===== src/rtl/lbus_regmap_param.sv =====
// lbus_regmap_param: parameterised lbus register map with synchronised strobes,
// read-only/self-clearing attributes, per-register write strobes and error count.
module lbus_regmap_param #(
   parameter int ADDR_W = 24,
   parameter int DATA_W = 8,
   parameter int NUM_REGS = 8,
   parameter logic [NUM_REGS-1:0] RO_MASK = {NUM_REGS{1'b0}},
   parameter logic [NUM_REGS-1:0] SC_MASK = {NUM_REGS{1'b0}},
   parameter logic [NUM_REGS*DATA_W-1:0] RESET_VAL = {NUM_REGS*DATA_W{1'b0}}
) (
   input  logic                         clk,
   input  logic                         rst_n,
   input  logic                         rd_en_sclk,
   input  logic                         wr_en_sclk,
   input  logic [ADDR_W-1:0]            address_sclk,
   input  logic [DATA_W-1:0]            wdata_sclk,
   input  logic [NUM_REGS*DATA_W-1:0]   status_in,
   output logic [DATA_W-1:0]            rdata,
   output logic [NUM_REGS*DATA_W-1:0]   regs_out,
   output logic [NUM_REGS-1:0]          wr_strobe,
   output logic [7:0]                   wr_err_cnt
);
   localparam int IW = $clog2(NUM_REGS);
   localparam logic [ADDR_W:0] NR = (ADDR_W+1)'(NUM_REGS);
   logic rd_ff1_q, rd_ff2_q, rd_hold_q, wr_ff1_q, wr_ff2_q, wr_hold_q;
   logic [DATA_W-1:0] regs_q [NUM_REGS];
   logic [DATA_W-1:0] regs_d [NUM_REGS];
   logic [DATA_W-1:0] rdata_q, rdata_d;
   logic [NUM_REGS-1:0] wr_strobe_q, wr_strobe_d;
   logic [7:0] err_q, err_d;
   logic rd_pulse, wr_pulse, in_range, wr_ok;
   logic [IW-1:0] idx;
   assign rd_pulse = rd_ff2_q & ~rd_hold_q;
   assign wr_pulse = wr_ff2_q & ~wr_hold_q;
   assign in_range = {1'b0, address_sclk} < NR;
   assign idx = address_sclk[IW-1:0];
   assign wr_ok = wr_pulse & in_range & ~RO_MASK[idx];
   always_comb begin
      regs_d = regs_q;
      for (int i = 0; i < NUM_REGS; i++)
         if (SC_MASK[i]) regs_d[i] = RESET_VAL[i*DATA_W +: DATA_W];
      if (wr_ok) regs_d[idx] = wdata_sclk;
      wr_strobe_d = wr_ok ? NUM_REGS'(1) << idx : '0;
      err_d = (wr_pulse & ~wr_ok & (err_q != 8'hFF)) ? err_q + 8'd1 : err_q;
      // regs_q is read before this edge's write lands, so a same-cycle read sees the old value
      rdata_d = !rd_pulse ? rdata_q :
                !in_range ? '0 :
                RO_MASK[idx] ? status_in[idx*DATA_W +: DATA_W] : regs_q[idx];
   end
   always_ff @(posedge clk or negedge rst_n) begin
      if (!rst_n) begin
         {rd_ff1_q, rd_ff2_q, rd_hold_q} <= '0;
         {wr_ff1_q, wr_ff2_q, wr_hold_q} <= '0;
         for (int i = 0; i < NUM_REGS; i++) regs_q[i] <= RESET_VAL[i*DATA_W +: DATA_W];
         rdata_q <= '0;
         wr_strobe_q <= '0;
         err_q <= '0;
      end else begin
         {rd_ff1_q, rd_ff2_q, rd_hold_q} <= {rd_en_sclk, rd_ff1_q, rd_ff2_q};
         {wr_ff1_q, wr_ff2_q, wr_hold_q} <= {wr_en_sclk, wr_ff1_q, wr_ff2_q};
         regs_q <= regs_d;
         rdata_q <= rdata_d;
         wr_strobe_q <= wr_strobe_d;
         err_q <= err_d;
      end
   end
   for (genvar g = 0; g < NUM_REGS; g++) begin : g_out
      assign regs_out[g*DATA_W +: DATA_W] = RO_MASK[g] ? '0 : regs_q[g];
   end
   assign rdata = rdata_q;
   assign wr_strobe = wr_strobe_q;
   assign wr_err_cnt = err_q;
endmodule


===== config.mk =====
export PLATFORM = sky130hd
export DESIGN_NAME = lbus_regmap_param
export DESIGN_NICKNAME = d
export VERILOG_FILES = /design/src/rtl/lbus_regmap_param.sv
export SDC_FILE = /design/constraint.sdc
export NUM_CORES = 1
export LEC_CHECK = 0
export ABC_AREA = 1
export CORE_MARGIN = 2
export CORE_UTILIZATION = 40
export CTS_BUF_LIST = sky130_fd_sc_hd__clkbuf_4 sky130_fd_sc_hd__clkbuf_8
export CTS_CLUSTER_SIZE = 14
export DETAILED_ROUTE_END_ITERATION = 12
export GPL_TIMING_DRIVEN = 0
export PLACE_DENSITY_LB_ADDON = 0.1
export SYNTH_ARGS = -nofsm -noshare
export SYNTH_HDL_FRONTEND = slang
export SYNTH_SLANG_ARGS = --single-unit

===== constraint.sdc =====
create_clock -name clk -period 1.5 [get_ports clk]
set_clock_uncertainty 0.15 [all_clocks]
set_input_delay 0.3 -clock clk [delete_from_list [all_inputs] [get_ports clk]]
set_output_delay 0.3 -clock clk [all_outputs]
set_load 0.02 [all_outputs]

==> results.json <==
{
  "setup_cp_type": "register to register",
  "die-area_sq_um": 12400,
  "worstReg2RegStart": "wr_err_cnt[0]",
  "clockRootBuffer": "sky130_fd_sc_hd__clkbuf_8",
  "drc": 0,
  "global_route.peak_usage_layer": "met2",
  "via_per_inst": 5.32,
  "outcome": "finished, violations left",
  "syn_area_sq_um": 4620,
  "cts_inserted_buffers": 9,
  "slew_headroom": 0.560,
  "most_common_cell_after_layout_fill_and_taps_aside": "sky130_fd_sc_hd__nand2_1",
  "vias_in_the_first_global_route": 4460,
  "finalSetupViolations": 13,
  "crit_slowest_cell": "sky130_fd_sc_hd__dfrtp_2",
  "nNetsFinal": 853,
  "timing.hold.worst.class": "input pin to register",
  "post_synth.cell_area_avg_sq_um": 8.19,
  "period_share": 1.03,
  "powerDensity_nw_per_um2": 768,
  "leakage_nw": 3.65,
  "final_cell_mix": "202 x sky130_fd_sc_hd__nand2_1, 92 x sky130_fd_sc_hd__dfrtp_1, 64 x sky130_fd_sc_hd__nand4_1",
  "worstPathArrival_ns": 1.66,
  "cp_capture_type": "register",
  "synth.distinct_cells": 28,
  "start_util": 0.408,
  "ys_seq_area_frac": 0.509,
  "grt.total_usage": 0.255,
  "final_antenna_net_count": 0,
  "yosys_register_bits": 94,
  "finalWorstSetupSlack_ns": -0.0486,
  "synth_fp_nets": 665,
  "layout_utilization": 0.600,
  "rsz0062_at_grt": "true",
  "groute.layer.met1.usage": 0.366,
  "num_vias": 4792,
  "dr.pass1.iters": 5,
  "crit_path_max_incr_delay_ns": 0.44,
  "finalWirelength_mm": 15.9,
  "most_common_cell_on_crit_path": "sky130_fd_sc_hd__nand2_2",
  "synth_cells": 564,
  "sink_count": 94,
  "drt-initial-drc-count": 439,
  "timing.final.crit_period_ns": 1.55,
  "kind_of_start_point_of_the_critical_path": "register",
  "antenna_found_initial": 0,
  "ir_worst_vdd_uv": 583,
  "max_slew.worst_pin.slew_ns": 0.661,
  "met2_usage": 0.403,
  "chipHeight_microns": 111,
  "areaGrowthSynthToFinish_pct": 47.1,
  "critical_path.cell_chain": "ha_4 -> nand2_2 -> inv_2 -> nand2_2 -> nor2_1 -> nor2_1 -> nand2_2 -> buf_4 -> nand2_1 -> o21ai_0",
  "num_rows": 39,
  "final_layout_size_suffix_gt1_frac": 0.351,
  "first_pass_grt_wire_length_mm": 24.7,
  "h-tree-depth": 3,
  "overflow_left_after_global_routing": 0,
  "fp.dieW_microns": 111,
  "routedWlPerCell_microns": 17.7,
  "insertion_delay_ns": 0.37,
  "io-pin-count": 188,
  "violated_checks": "setup timing",
  "global_route.usage.met3": 0.0321,
  "clockBufferDepth": 2,
  "maxClockFrequency_mhz": 646,
  "port-buffer-count": 114,
  "timing.max_cap.violations": 0,
  "placeableCoreArea_sq_um": 11300,
  "gp_routability_congestion": 0.886,
  "maxSlewViolCount": 0,
  "total_power_mw": 5.22,
  "timing.critical_path.fanout_max": 4,
  "timing.hold.worst.start": "wdata_sclk[7]",
  "antennaDiodeCount": 0,
  "synthesis.yosys.warnings": 0,
  "cp.required_ns": 1.61,
  "pin_count_of_the_biggest_net_entering_global_routing": 50,
  "dp_hpwl_mm": 10.1,
  "setup.worst_path.start": "wr_err_cnt[0]",
  "finalHoldViolations": 0,
  "clock_tree_from_tritoncts": "done",
  "clk_pin_slew_ns": 0.09
}
-- worst paths after layout --
path / end / slack, ns / cells past startpoint
worst max-delay path: wr_err_cnt[2] / -0.05 / 10
min in group asynchronous: wr_err_cnt[3] / 0.35 / 2
worst min-delay path: regs_out[15] / 0.17 / 3
worst min register to register: rd_ff2_q / 0.21 / 0
worst max register to register: wr_err_cnt[2] / -0.05 / 10
max in group asynchronous: wr_strobe[5] / 0.19 / 3
-- worst max-delay path, delay by kind of cell, from the launching register on --
family / cells / cell delay [ns]
flops: 1 / 0.44
simple gates: 6 / 0.43
buf+inv: 2 / 0.18
fa+ha+maj: 1 / 0.17
compound gates: 1 / 0.07
-- logic make-up (layout without fill, tap and decap cells) --
family | Yosys count | in the layout | synth area share
XOR/XNOR | 6 | 6 | 0.0114
adder cells (fa/ha/maj) | 1 | 1 | 0.00271
AND/OR/NAND/NOR | 364 | 372 | 0.377
flip-flops | 94 | 94 | 0.509
AO/OA/AOI/OAI | 22 | 22 | 0.0265
buffers and inverters | 77 | 262 | 0.0731
-- cell usage after synthesis --
cell | instances | area share
sky130_fd_sc_hd__inv_2 | 2 | 0.0016
sky130_fd_sc_hd__nor2_1 | 35 | 0.028
sky130_fd_sc_hd__buf_8 | 1 | 0.0032
sky130_fd_sc_hd__nand3_2 | 2 | 0.0043
sky130_fd_sc_hd__buf_1 | 4 | 0.0032
sky130_fd_sc_hd__clkinv_1 | 4 | 0.0032
sky130_fd_sc_hd__xor2_1 | 5 | 0.0095
sky130_fd_sc_hd__o21ai_0 | 17 | 0.018
sky130_fd_sc_hd__nand2_2 | 1 | 0.0014
sky130_fd_sc_hd__dfrtp_1 | 94 | 0.51
sky130_fd_sc_hd__nor3_1 | 6 | 0.0065
sky130_fd_sc_hd__nand3_1 | 7 | 0.0076
sky130_fd_sc_hd__ha_1 | 1 | 0.0027
sky130_fd_sc_hd__clkbuf_2 | 8 | 0.0087
sky130_fd_sc_hd__nor2_8 | 1 | 0.0043
sky130_fd_sc_hd__nand3b_4 | 1 | 0.0043
sky130_fd_sc_hd__inv_1 | 40 | 0.033
sky130_fd_sc_hd__nand2_1 | 220 | 0.18
sky130_fd_sc_hd__nand3b_1 | 13 | 0.021
sky130_fd_sc_hd__xnor2_1 | 1 | 0.0019
sky130_fd_sc_hd__o211ai_1 | 5 | 0.0081
sky130_fd_sc_hd__buf_4 | 3 | 0.0049
sky130_fd_sc_hd__nand4_1 | 64 | 0.087
sky130_fd_sc_hd__buf_2 | 13 | 0.014
sky130_fd_sc_hd__or2_2 | 5 | 0.0068
sky130_fd_sc_hd__nand3_4 | 6 | 0.023
sky130_fd_sc_hd__clkbuf_1 | 2 | 0.0016
sky130_fd_sc_hd__nor2_2 | 3 | 0.0041
-- where the power goes --
group          total (mW)  internal, mW  switching, mW
registers            2.64          2.59         0.0515
clock network        1.70         0.823          0.880
logic               0.876         0.359          0.517
total                5.22          3.77           1.45
-- metal layers --
metal  up-vias  routed length, microns
li1       2245                       -
met1      2311                    6980
met2       206                    7530
met3        30                    1060
met4         0                     360
met5         -                       0
-- flip-flops by register name, indices dropped and copies added (netlist names) --
register,flops
regs_out,64
wr_ff2_q,1
wr_strobe,8
wr_err_cnt,8
rdata,8
wr_ff1_q,1
rd_ff1_q,1
rd_hold_q,1
wr_hold_q,1
rd_ff2_q,1
-- through the flow --
stage / hold WS, ns / cell area [sq um] / setup slack [ns] / std cells / setup TNS [ns]
final: 0.171 / 6790 / -0.0486 / 900 / -0.328
after global placement: 0.190 / 5980 / -3.92 / 821 / -392.02
after global routing: 0.183 / 6790 / -0.103 / 900 / -2.46
after floorplan: -0.146 / 4660 / -0.0413 / 564 / -0.147
after detailed placement: 0.190 / 6010 / -0.822 / 822 / -57.39
after CTS: 0.162 / 6850 / -0.0501 / 889 / -0.336
-- timing repair --
action                                  in CTS  in global routing
hold endpoints to repair                    48                  0
pin swaps                                   27                 13
hold buffers                                 1                  0
gates cloned                                14                  1
gates resized for setup                    402                 78
endpoints found under the setup margin     176                124
buffers inserted                            37                 10
-- area by class of cell --
class / instances / area (sq um)
fill: 1068 / 4530
sequential: 94 / 2350
multi-input combinational: 401 / 2250
clock buffer: 12 / 146
timing repair inverter: 1 / 3.75
timing repair buffer: 169 / 1370
tap: 143 / 179
buffer: 30 / 251
clock inverter: 4 / 47.5
inverter: 46 / 189
No activity file was read; power rests on OpenSTA's default activity.
